### config.mk
export PLATFORM = sky130hd
export DESIGN_NAME = fir_filter
export DESIGN_NICKNAME = d
export VERILOG_FILES = /design/src/rtl/fir_pkg.sv /design/src/rtl/fir_mac.sv /design/src/rtl/fir_filter.sv
export SDC_FILE = /design/constraint.sdc
export NUM_CORES = 1
export LEC_CHECK = 0
export BUFFER_PORTS_ARGS = -buffer_cell sky130_fd_sc_hd__buf_2
export CORE_MARGIN = 4
export CORE_UTILIZATION = 65
export CTS_CLUSTER_SIZE = 10
export DETAILED_ROUTE_END_ITERATION = 10
export GPL_ROUTABILITY_DRIVEN = 1
export GPL_TIMING_DRIVEN = 1
export PLACE_DENSITY_LB_ADDON = 0.08
export SYNTH_ARGS = -nofsm -noshare
export SYNTH_HDL_FRONTEND = slang
export SYNTH_SLANG_ARGS = --single-unit
### constraint.sdc
create_clock -name clk_i -period 22 [get_ports clk_i]
set_input_delay 4.4 -clock clk_i [delete_from_list [all_inputs] [get_ports clk_i]]
set_output_delay 4.4 -clock clk_i [all_outputs]
set_load 0.05 [all_outputs]
### src/rtl/fir_pkg.sv
// Shared definitions for the FIR filter: controller state encoding, default
// tap count and the default coefficient set.
//
// FIR_COEF is a 16-tap symmetric low-pass in Q1.15. Element k is the weight
// applied to x[n-k]. The coefficients sum to 31900, which is below 1.0, so a
// full-scale DC input cannot saturate the output.
package fir_pkg;

    typedef enum logic [1:0] {
        ST_IDLE  = 2'd0,
        ST_MAC   = 2'd1,
        ST_ROUND = 2'd2,
        ST_OUT   = 2'd3
    } fir_state_e;

    localparam int FIR_TAPS   = 16;
    localparam int FIR_COEF_W = 16;

    // In the concatenation the leftmost item is element [15]. The set is
    // symmetric, so the listing reads the same in either direction.
    localparam logic [FIR_TAPS-1:0][FIR_COEF_W-1:0] FIR_COEF = {
        -16'sd100, -16'sd250, 16'sd0,    16'sd800,
         16'sd2000, 16'sd3400, 16'sd4700, 16'sd5400,
         16'sd5400, 16'sd4700, 16'sd3400, 16'sd2000,
         16'sd800,  16'sd0,   -16'sd250, -16'sd100
    };

endpackage

### src/rtl/fir_mac.sv
// Multiply-accumulate datapath for the FIR filter.
//
// Ports:
//   clk_i     system clock (rising edge)
//   reset_ni  asynchronous active-low reset; clears the accumulator
//   clear_i   synchronous accumulator clear; takes priority over en_i
//   en_i      adds sample_i * coef_i to the accumulator
//   sample_i  signed sample operand
//   coef_i    signed Q1.(COEF_W-1) coefficient operand
//   acc_o     signed accumulator value
module fir_mac #(
    parameter int DATA_W = 16,
    parameter int COEF_W = 16,
    parameter int ACC_W  = DATA_W + COEF_W + 4
) (
    input  logic                     clk_i,
    input  logic                     reset_ni,
    input  logic                     clear_i,
    input  logic                     en_i,
    input  logic signed [DATA_W-1:0] sample_i,
    input  logic signed [COEF_W-1:0] coef_i,
    output logic signed [ACC_W-1:0]  acc_o
);

    localparam int PROD_W = DATA_W + COEF_W;

    logic signed [PROD_W-1:0] prod;
    logic signed [ACC_W-1:0]  acc_q;
    logic signed [ACC_W-1:0]  acc_d;

    assign prod = sample_i * coef_i;

    always_comb begin
        acc_d = acc_q;
        if (clear_i) begin
            acc_d = '0;
        end else if (en_i) begin
            // Sign-extend the product. The clog2(TAPS) guard bits above the
            // product width keep a full-length sum from overflowing.
            acc_d = acc_q + {{(ACC_W-PROD_W){prod[PROD_W-1]}}, prod};
        end
    end

    always_ff @(posedge clk_i or negedge reset_ni) begin
        if (!reset_ni) begin
            acc_q <= '0;
        end else begin
            acc_q <= acc_d;
        end
    end

    assign acc_o = acc_q;

endmodule

### src/rtl/fir_filter.sv
// Sequential single-multiplier FIR filter, one result per accepted sample.
//
// Ports:
//   clk_i           system clock (rising edge)
//   reset_ni        asynchronous active-low reset
//   sample_valid_i  one-cycle strobe: a new sample is on sample_i
//   sample_i        signed input sample
//   clear_i         synchronous flush of the delay line; aborts any computation
//   data_o          filtered sample, held until the next result
//   valid_o         one-cycle pulse while data_o carries a new result
//   busy_o          high whenever the controller is not idle
//   overrun_o       sticky flag: a sample arrived while busy and was dropped
//
// State table:
//   state    | meaning
//   ST_IDLE  | waiting for a sample; writes it into the delay line on arrival
//   ST_MAC   | one tap per cycle, k = 0..TAPS-1, reads x[(wr_ptr-k) mod TAPS]
//   ST_ROUND | round, shift and saturate the accumulator into data_o
//   ST_OUT   | valid_o high; advance wr_ptr
module fir_filter
    import fir_pkg::*;
#(
    parameter int                             TAPS   = FIR_TAPS,
    parameter int                             DATA_W = 16,
    parameter int                             COEF_W = FIR_COEF_W,
    parameter logic [TAPS-1:0][COEF_W-1:0]    COEF   = FIR_COEF
) (
    input  logic                     clk_i,
    input  logic                     reset_ni,
    input  logic                     sample_valid_i,
    input  logic signed [DATA_W-1:0] sample_i,
    input  logic                     clear_i,
    output logic signed [DATA_W-1:0] data_o,
    output logic                     valid_o,
    output logic                     busy_o,
    output logic                     overrun_o
);

    localparam int PTR_W = $clog2(TAPS);
    localparam int ACC_W = DATA_W + COEF_W + $clog2(TAPS);

    localparam logic [PTR_W-1:0]        LAST    = PTR_W'(TAPS - 1);
    localparam logic signed [ACC_W-1:0] RND_K   = ACC_W'(64'sd1 <<< (COEF_W - 2));
    localparam logic signed [ACC_W-1:0] SAT_MAX = ACC_W'((64'sd1 <<< (DATA_W - 1)) - 64'sd1);
    localparam logic signed [ACC_W-1:0] SAT_MIN = ACC_W'(-(64'sd1 <<< (DATA_W - 1)));

    fir_state_e               state_q, state_d;
    logic [PTR_W-1:0]         k_q, k_d;
    logic [PTR_W-1:0]         rd_ptr_q, rd_ptr_d;
    logic [PTR_W-1:0]         wr_ptr_q;
    logic signed [DATA_W-1:0] line_q [TAPS];
    logic signed [DATA_W-1:0] data_q, data_d;
    logic                     valid_q, valid_d;
    logic                     overrun_q, overrun_d;

    logic                     mac_clr;
    logic                     mac_en;
    logic                     wr_en;
    logic                     ptr_adv;

    logic signed [ACC_W-1:0]  acc;
    logic signed [ACC_W-1:0]  acc_rnd;
    logic signed [ACC_W-1:0]  acc_shr;
    logic signed [DATA_W-1:0] data_sat;

    fir_mac #(
        .DATA_W (DATA_W),
        .COEF_W (COEF_W),
        .ACC_W  (ACC_W)
    ) u_mac (
        .clk_i    (clk_i),
        .reset_ni (reset_ni),
        .clear_i  (mac_clr),
        .en_i     (mac_en),
        .sample_i (line_q[rd_ptr_q]),
        .coef_i   ($signed(COEF[k_q])),
        .acc_o    (acc)
    );

    // Round half up, then drop the Q1.(COEF_W-1) fraction bits.
    always_comb begin
        acc_rnd = acc + RND_K;
        acc_shr = acc_rnd >>> (COEF_W - 1);
        if (acc_shr > SAT_MAX) begin
            data_sat = {1'b0, {(DATA_W-1){1'b1}}};
        end else if (acc_shr < SAT_MIN) begin
            data_sat = {1'b1, {(DATA_W-1){1'b0}}};
        end else begin
            data_sat = acc_shr[DATA_W-1:0];
        end
    end

    always_comb begin
        state_d   = state_q;
        k_d       = k_q;
        rd_ptr_d  = rd_ptr_q;
        data_d    = data_q;
        valid_d   = 1'b0;
        overrun_d = overrun_q;
        mac_clr   = 1'b0;
        mac_en    = 1'b0;
        wr_en     = 1'b0;
        ptr_adv   = 1'b0;

        if (clear_i) begin
            // The flush wins over everything. A sample in the same cycle is
            // dropped silently, and data_o keeps its last value.
            state_d   = ST_IDLE;
            k_d       = '0;
            rd_ptr_d  = '0;
            mac_clr   = 1'b1;
            overrun_d = 1'b0;
        end else begin
            if (sample_valid_i && (state_q != ST_IDLE)) begin
                overrun_d = 1'b1;
            end
            case (state_q)
                ST_IDLE: begin
                    if (sample_valid_i) begin
                        wr_en    = 1'b1;
                        mac_clr  = 1'b1;
                        k_d      = '0;
                        rd_ptr_d = wr_ptr_q;
                        state_d  = ST_MAC;
                    end
                end
                ST_MAC: begin
                    mac_en   = 1'b1;
                    // Walk backwards through the circular line, newest sample first.
                    rd_ptr_d = (rd_ptr_q == '0) ? LAST : rd_ptr_q - 1'b1;
                    if (k_q == LAST) begin
                        state_d = ST_ROUND;
                    end else begin
                        k_d = k_q + 1'b1;
                    end
                end
                ST_ROUND: begin
                    data_d  = data_sat;
                    valid_d = 1'b1;
                    state_d = ST_OUT;
                end
                ST_OUT: begin
                    ptr_adv = 1'b1;
                    state_d = ST_IDLE;
                end
                default: begin
                    state_d = ST_IDLE;
                end
            endcase
        end
    end

    always_ff @(posedge clk_i or negedge reset_ni) begin
        if (!reset_ni) begin
            state_q   <= ST_IDLE;
            k_q       <= '0;
            rd_ptr_q  <= '0;
            data_q    <= '0;
            valid_q   <= 1'b0;
            overrun_q <= 1'b0;
        end else begin
            state_q   <= state_d;
            k_q       <= k_d;
            rd_ptr_q  <= rd_ptr_d;
            data_q    <= data_d;
            valid_q   <= valid_d;
            overrun_q <= overrun_d;
        end
    end

    always_ff @(posedge clk_i or negedge reset_ni) begin
        if (!reset_ni) begin
            wr_ptr_q <= '0;
            for (int i = 0; i < TAPS; i++) begin
                line_q[i] <= '0;
            end
        end else if (clear_i) begin
            wr_ptr_q <= '0;
            for (int i = 0; i < TAPS; i++) begin
                line_q[i] <= '0;
            end
        end else begin
            if (wr_en) begin
                line_q[wr_ptr_q] <= sample_i;
            end
            if (ptr_adv) begin
                wr_ptr_q <= (wr_ptr_q == LAST) ? '0 : wr_ptr_q + 1'b1;
            end
        end
    end

    assign data_o    = data_q;
    assign valid_o   = valid_q;
    assign busy_o    = (state_q != ST_IDLE);
    assign overrun_o = overrun_q;

endmodule

# Word-level counts from Yosys, hierarchy flattened
# Memory sizes are Yosys's and may differ from the RTL's.
# Cells that the tools add are included.
# W data, S select, Z words.
dict set report totals {
  ff_bits 324
  rom_bits 256
  out_inout_bits 19
  memories 1
}
# memory depth width rd rd_ports_with_merged_regs write_ports line_no
set memory_table {}
lappend memory_table {{(name not given)} 16 16 1 0 0 fir_filter.sv:76} ;# .coef_i ($signed(COEF[k_q])),
dict set report op_classes {
  add_sub_neg 5
  multipliers 1
  n_lt_le_gt_ge 6
  eq_ne 8
  muxes 40
  bitwise 3
  n_reduce_logical 14
}
# op n
set op_table {}
lappend op_table {{$mux W256} 2}
lappend op_table {{$bwmux W256} 1}
lappend op_table {{$mux W16} 6}
lappend op_table {{$mux W36} 2}
lappend op_table {{$bmux W16 S4} 1}
lappend op_table {{$demux W16 S4} 1}
lappend op_table {{$add A36 B16 Y36 const B} 1}
lappend op_table {{$add A36 B36 Y36} 1}
lappend op_table {{$mux W4} 9}
lappend op_table {{$mul A16 B16 Y32} 1}
lappend op_table {{$gt A21 B16 Y1 const B} 1}
lappend op_table {{$lt A21 B16 Y1 const B} 1}
lappend op_table {{$pmux W4 S2} 2}
lappend op_table {{$mux W1} 12}
lappend op_table {{$ge A5 B5 Y1 const B} 2}
lappend op_table {{$not A4 Y5} 2}
lappend op_table {{$reduce_bool A2 Y1} 5}
lappend op_table {{$ne A3 B3 Y1 const B} 3}
lappend op_table {{$add A4 B1 Y4 const B} 2}
lappend op_table {{$eq A4 B4 Y1 const B} 2}
lappend op_table {{$pmux W2 S4} 1}
lappend op_table {{$mux W2} 3}
lappend op_table {{$reduce_and A2 Y1} 3}
lappend op_table {{$lt A4 B5 Y1 const B} 1}
lappend op_table {{other kinds (10)} 12}

# Logic depth before layout (Yosys ltp)
dict set report depth {
  word_depth 8
  mapped_depth 40
  depth_no_buf 37
}

# Cells and area by module
# Synthesis repeated with hierarchy kept, for this count alone.
dict set report unflattened {
  cells_unflattened 2710
  hier_area_um2 26382.8
}
# mod instances cells_each area_each_um2 seq_area_each_um2
set by_module_without_submodules {}
lappend by_module_without_submodules {fir_filter 1 1264 13451.7 7206.9}
lappend by_module_without_submodules {fir_mac 1 1446 12931.2 900.9}

# Worst setup path after synthesis
# Ideal clock, no wire load.
dict set report synth_path {
  path_kind {reg-to-reg}
  start {register rd_ptr_q[0]}
  end {register u_mac.acc_q[35] (netlist: u_mac.acc_o[35])}
  arrival_ns 9.087
  required_ns 21.877
  path_slack_ns 12.790
  path_stages_with_launch 38
  path_buffers 5
  period_less_slack_ns 9.210
  cell_sequence {dfrtp_1 clkbuf_1 buf_4 buf_4 buf_2 mux4_2 mux2i_1 nand2_1 o21ai_1 nor2_1 fa_1 inv_1 fa_1 fa_1 inv_1 fa_1 fa_1 inv_1 [2 not listed] ha_1 a21o_1 a2111oi_0 o21ai_0 a31oi_1 nor2_1 nor2b_1 xnor2_1 ha_1 clkbuf_1 nand4_1 a2111oi_2 o2111a_1 o21ai_1 and3_2 o21a_1 o21a_1 mux2i_1}
}
dict set report synth_between {
  elab_chain_cells 8
}
# element line_no
set synth_lines {}
lappend synth_lines {{from (decl)} fir_filter.sv:49} ;# logic [PTR_W-1:0] rd_ptr_q, rd_ptr_d;
lappend synth_lines {{from (signal assigned)} fir_filter.sv:164} ;# rd_ptr_q <= rd_ptr_d;
lappend synth_lines {{$not A4 Y5 (implied by the code)} fir_filter.sv:75} ;# .sample_i (line_q[rd_ptr_q]),
lappend synth_lines {{$bmux W16 S4} fir_filter.sv:75}
lappend synth_lines {{$mux W16 (implied by the code) (2 in a row)} fir_filter.sv:75}
lappend synth_lines {{$mul A16 B16 Y32} fir_mac.sv:31} ;# assign prod = sample_i * coef_i;
lappend synth_lines {{$add A36 B36 Y36} fir_mac.sv:40} ;# acc_d = acc_q + {{(ACC_W-PROD_W){prod[PROD_W-1]}}, prod};
lappend synth_lines {{$mux W36} fir_mac.sv:37} ;# end else if (en_i) begin
lappend synth_lines {{$mux W36} fir_mac.sv:35} ;# if (clear_i) begin
lappend synth_lines {{to (signal assigned)} fir_mac.sv:46} ;# acc_q <= '0;
lappend synth_lines {{to (signal assigned)} fir_mac.sv:48} ;# acc_q <= acc_d;
lappend synth_lines {{to (decl)} fir_mac.sv:28} ;# logic signed [ACC_W-1:0] acc_q;
# No other way between the ends. The select of a mux whose other input is x is not followed.
# A chain may end at the register's enable or synchronous reset.

# Worst setup path in the final report
# Ends and elaborated chain as after synthesis.

==> flow_metrics.py <==
metrics = {
    "outcome": {
        "outcome": "complete, but fails checks",
        "violations": "design-rule violations",
    },
    "setup_path": {
        "crit_type": "flop to flop",
        "startpoint": "rd_ptr_q[0]",
        "worstReg2RegStart": "rd_ptr_q[0]",
        "cp.required_ps": 22440,
        "cp_common_cell": "fa_1",
        "startpoint_type": "flop",
        "critical-path-slowest-cell": "buf_4",
        "critPathMaxFanout": 43,
        "worstPathArrival_ps": 11250,
        "cpPeakStageDelay_ps": 750,
        "cp-end-kind": "flop",
    },
    "sta": {
        "fin_tns_setup_ps": 0,
        "fin_crit_sh": 0.491,
        "skew_ps": 30.7,
        "hold_violations": 0,
        "rsz0062_at_grt": "no",
        "drv_slew": 0,
        "worstMarginPinSlew_ps": 1250,
        "setup_violations": 0,
        "slew_headroom": 0.161,
        "fmax_mhz": 92.5,
        "period_minus_slack_ps": 10810,
        "setup_ws_ps": 11190,
    },
    "yosys": {
        "synthFlopType": "dfrtp_1",
        "yosys_warnings": 0,
        "synth-compound-area-share": 0.132,
        "synth_top_family_by_area": "adder cells",
        "synth_nets": 3223,
        "avgSynthCellArea_sq_um": 9.38,
        "synth-simple-area-share": 0.145,
        "synth_edf_count": 0,
        "synth-xor-area-share": 0.0247,
        "synth_cells": 2832,
        "ys_async_sr_fraction": 1.00,
        "synth_seq_area_share": 0.304,
        "synthDistinctLibCells": 72,
        "synth-adder-area-share": 0.241,
        "synth_area_sq_mm": 0.0266,
        "muxShareOfSynthArea": 0.0778,
        "ys_ff_latch": 323,
    },
    "routing": {
        "wirelength_met1_um": 27400,
        "ant_nets": 0,
        "met3WireLength_um": 5380,
        "topRoutingLayerUsed": "met4",
        "route.met2.wl_um": 35700,
        "drc": 1,
        "viasPerCell": 6.26,
        "wirelength_um": 72000,
        "num_vias": 20700,
        "drt_iter0_markers": 1995,
        "wl_per_cell_um": 21.8,
        "firstDrtPassIters": 8,
    },
    "clock_tree": {
        "hold_buffers": 0,
        "cts_resized": 0,
        "clk_path_buf_depth": 3,
        "cts_tree": "built",
        "cts-buffers-inserted": 40,
        "htreeDepth": 2,
        "cts_setup_buffers": 0,
        "root_buffer": "clkbuf_16",
        "clock_latency_ps": 580,
        "cts.clk_slew.worst_paths_ps": 60,
        "clock-sinks": 323,
    },
    "global_route": {
        "grt.total_usage": 0.331,
        "grt_pass1_wl_um": 116000,
        "grt_max_degree": 120,
        "grt_pass1_vias": 21200,
        "antenna_found_initial": 1,
        "gr-total-overflow": 0,
    },
    "place": {
        "post-place-ws_ps": 11260,
        "io_buffers": 38,
        "dp_cells": 3254,
        "hpwlAfterDp_um": 50400,
        "place.gp.congestion": 0.932,
    },
    "finish": {
        "finalNonFillerCells": 3306,
        "n_antenna_cell": 0,
        "area_growth_pct": 5.91,
        "final_nets": 3162,
        "layout-drive-gt1-share": 0.0859,
        "utilization": 0.702,
    },
    "floorplanning": {
        "pin_count": 39,
        "die_height_um": 210,
        "rows": 73,
        "core_area_sq_mm": 0.0401,
        "die_w_um": 210,
        "die_area_sq_mm": 0.0442,
        "initial_core_util": 0.662,
    },
    "flow_run": {
        "drv_cap": 0,
    },
    "worst_hold_path": {
        "hp-start": "data_o[12]",
        "hold_path_class": "flop to flop",
    },
}
## layout by cell type (no fill, tap or decap), types with 24 or more instances in the layout
| master | count |
|---|---|
| inv_1 | 347 |
| a21oi_1 | 186 |
| a21o_1 | 29 |
| mux2i_1 | 29 |
| buf_4 | 25 |
| nor2_1 | 272 |
| a22oi_1 | 137 |
| dfrtp_1 | 321 |
| nand2b_1 | 33 |
| and2_1 | 27 |
| fa_1 | 233 |
| clkbuf_16 | 40 |
| nor2b_1 | 38 |
| o21a_1 | 36 |
| xnor2_1 | 41 |
| nand3_1 | 24 |
| xor2_1 | 32 |
| ha_1 | 137 |
| o21ai_0 | 40 |
| mux4_2 | 75 |
| buf_2 | 36 |
| nand2_1 | 416 |
## logic make-up (layout without fill, tap and decap cells)
group,count (synthesis),count (layout)
flops,323,323
buf+inv,515,464
mux,112,112
simple gates,898,898
compound gates,539,539
xor+xnor,74,74
fa+ha+maj,371,371
## synth_stat cells, types with 38 or more instances
cell type | count | area (sq um)
a21oi_1 | 186 | 931
a22oi_1 | 137 | 1030
clkbuf_1 | 123 | 462
dfrtp_1 | 323 | 8080
fa_1 | 233 | 4660
ha_1 | 138 | 1730
inv_1 | 347 | 1300
mux4_2 | 75 | 1690
nand2_1 | 416 | 1560
nor2_1 | 278 | 1040
nor2b_1 | 38 | 238
o21ai_0 | 41 | 205
xnor2_1 | 41 | 359
## final cells by class
type,count,area (sq um)
multi-input combinational,1994,16500
tap,525,657
clock buffer,45,1040
timing repair buffer,63,397
inverter,349,1310
clock inverter,7,119
sequential,323,8090
fill,3119,12000
## routing by layer
metal / global-route usage / vias to the layer above
met4: 0.146 / 0
met3: 0.0534 / 219
met5: 0 / -
met1: 0.429 / 10400
met2: 0.557 / 868
li1: - / 9230
## per-stage QoR
step | area [sq um] | hold slack, ps
after global routing | 28100 | 500
after floorplan | 26600 | 491
final | 28100 | 485
after detailed placement | 27000 | 472
after CTS | 28100 | 489
after global placement | 27000 | 462
## worst max-delay path: cells and delay by family, from the launching register on
kind                     cells  cell delay [ps]
AND/OR/NAND/NOR              5              900
XOR/XNOR                     1              100
multiplexers                 3              980
buffers and inverters        5              940
flip-flops                   1              740
AO/OA/AOI/OAI                9             3040
adder cells (fa/ha/maj)      8             3880
## flip-flops by register name, summed over array words and instances (netlist names)
| register | flops |
|---|---|
| u_mac.acc_o | 35 |
| line_q | 256 |
| wr_ptr_q | 4 |
| k_q | 4 |
| data_o | 16 |
| overrun_o | 1 |
| valid_o | 1 |
| state_q | 2 |
| rd_ptr_q | 4 |
## final timing paths
kind | slack (ps) | to | depth (start not counted)
min reg2reg | 490 | data_o[12] | 1
max in group asynchronous | 15730 | line_q[38] | 3
max | 11190 | u_mac.acc_o[35] | 31
max reg2reg | 11190 | u_mac.acc_o[35] | 31
min in group asynchronous | 3870 | data_o[0] | 1
min | 490 | data_o[12] | 1
Power is left out: the tool's default activity adds up to more than one toggle a clock period on the data nets, which glitch-free logic cannot reach.
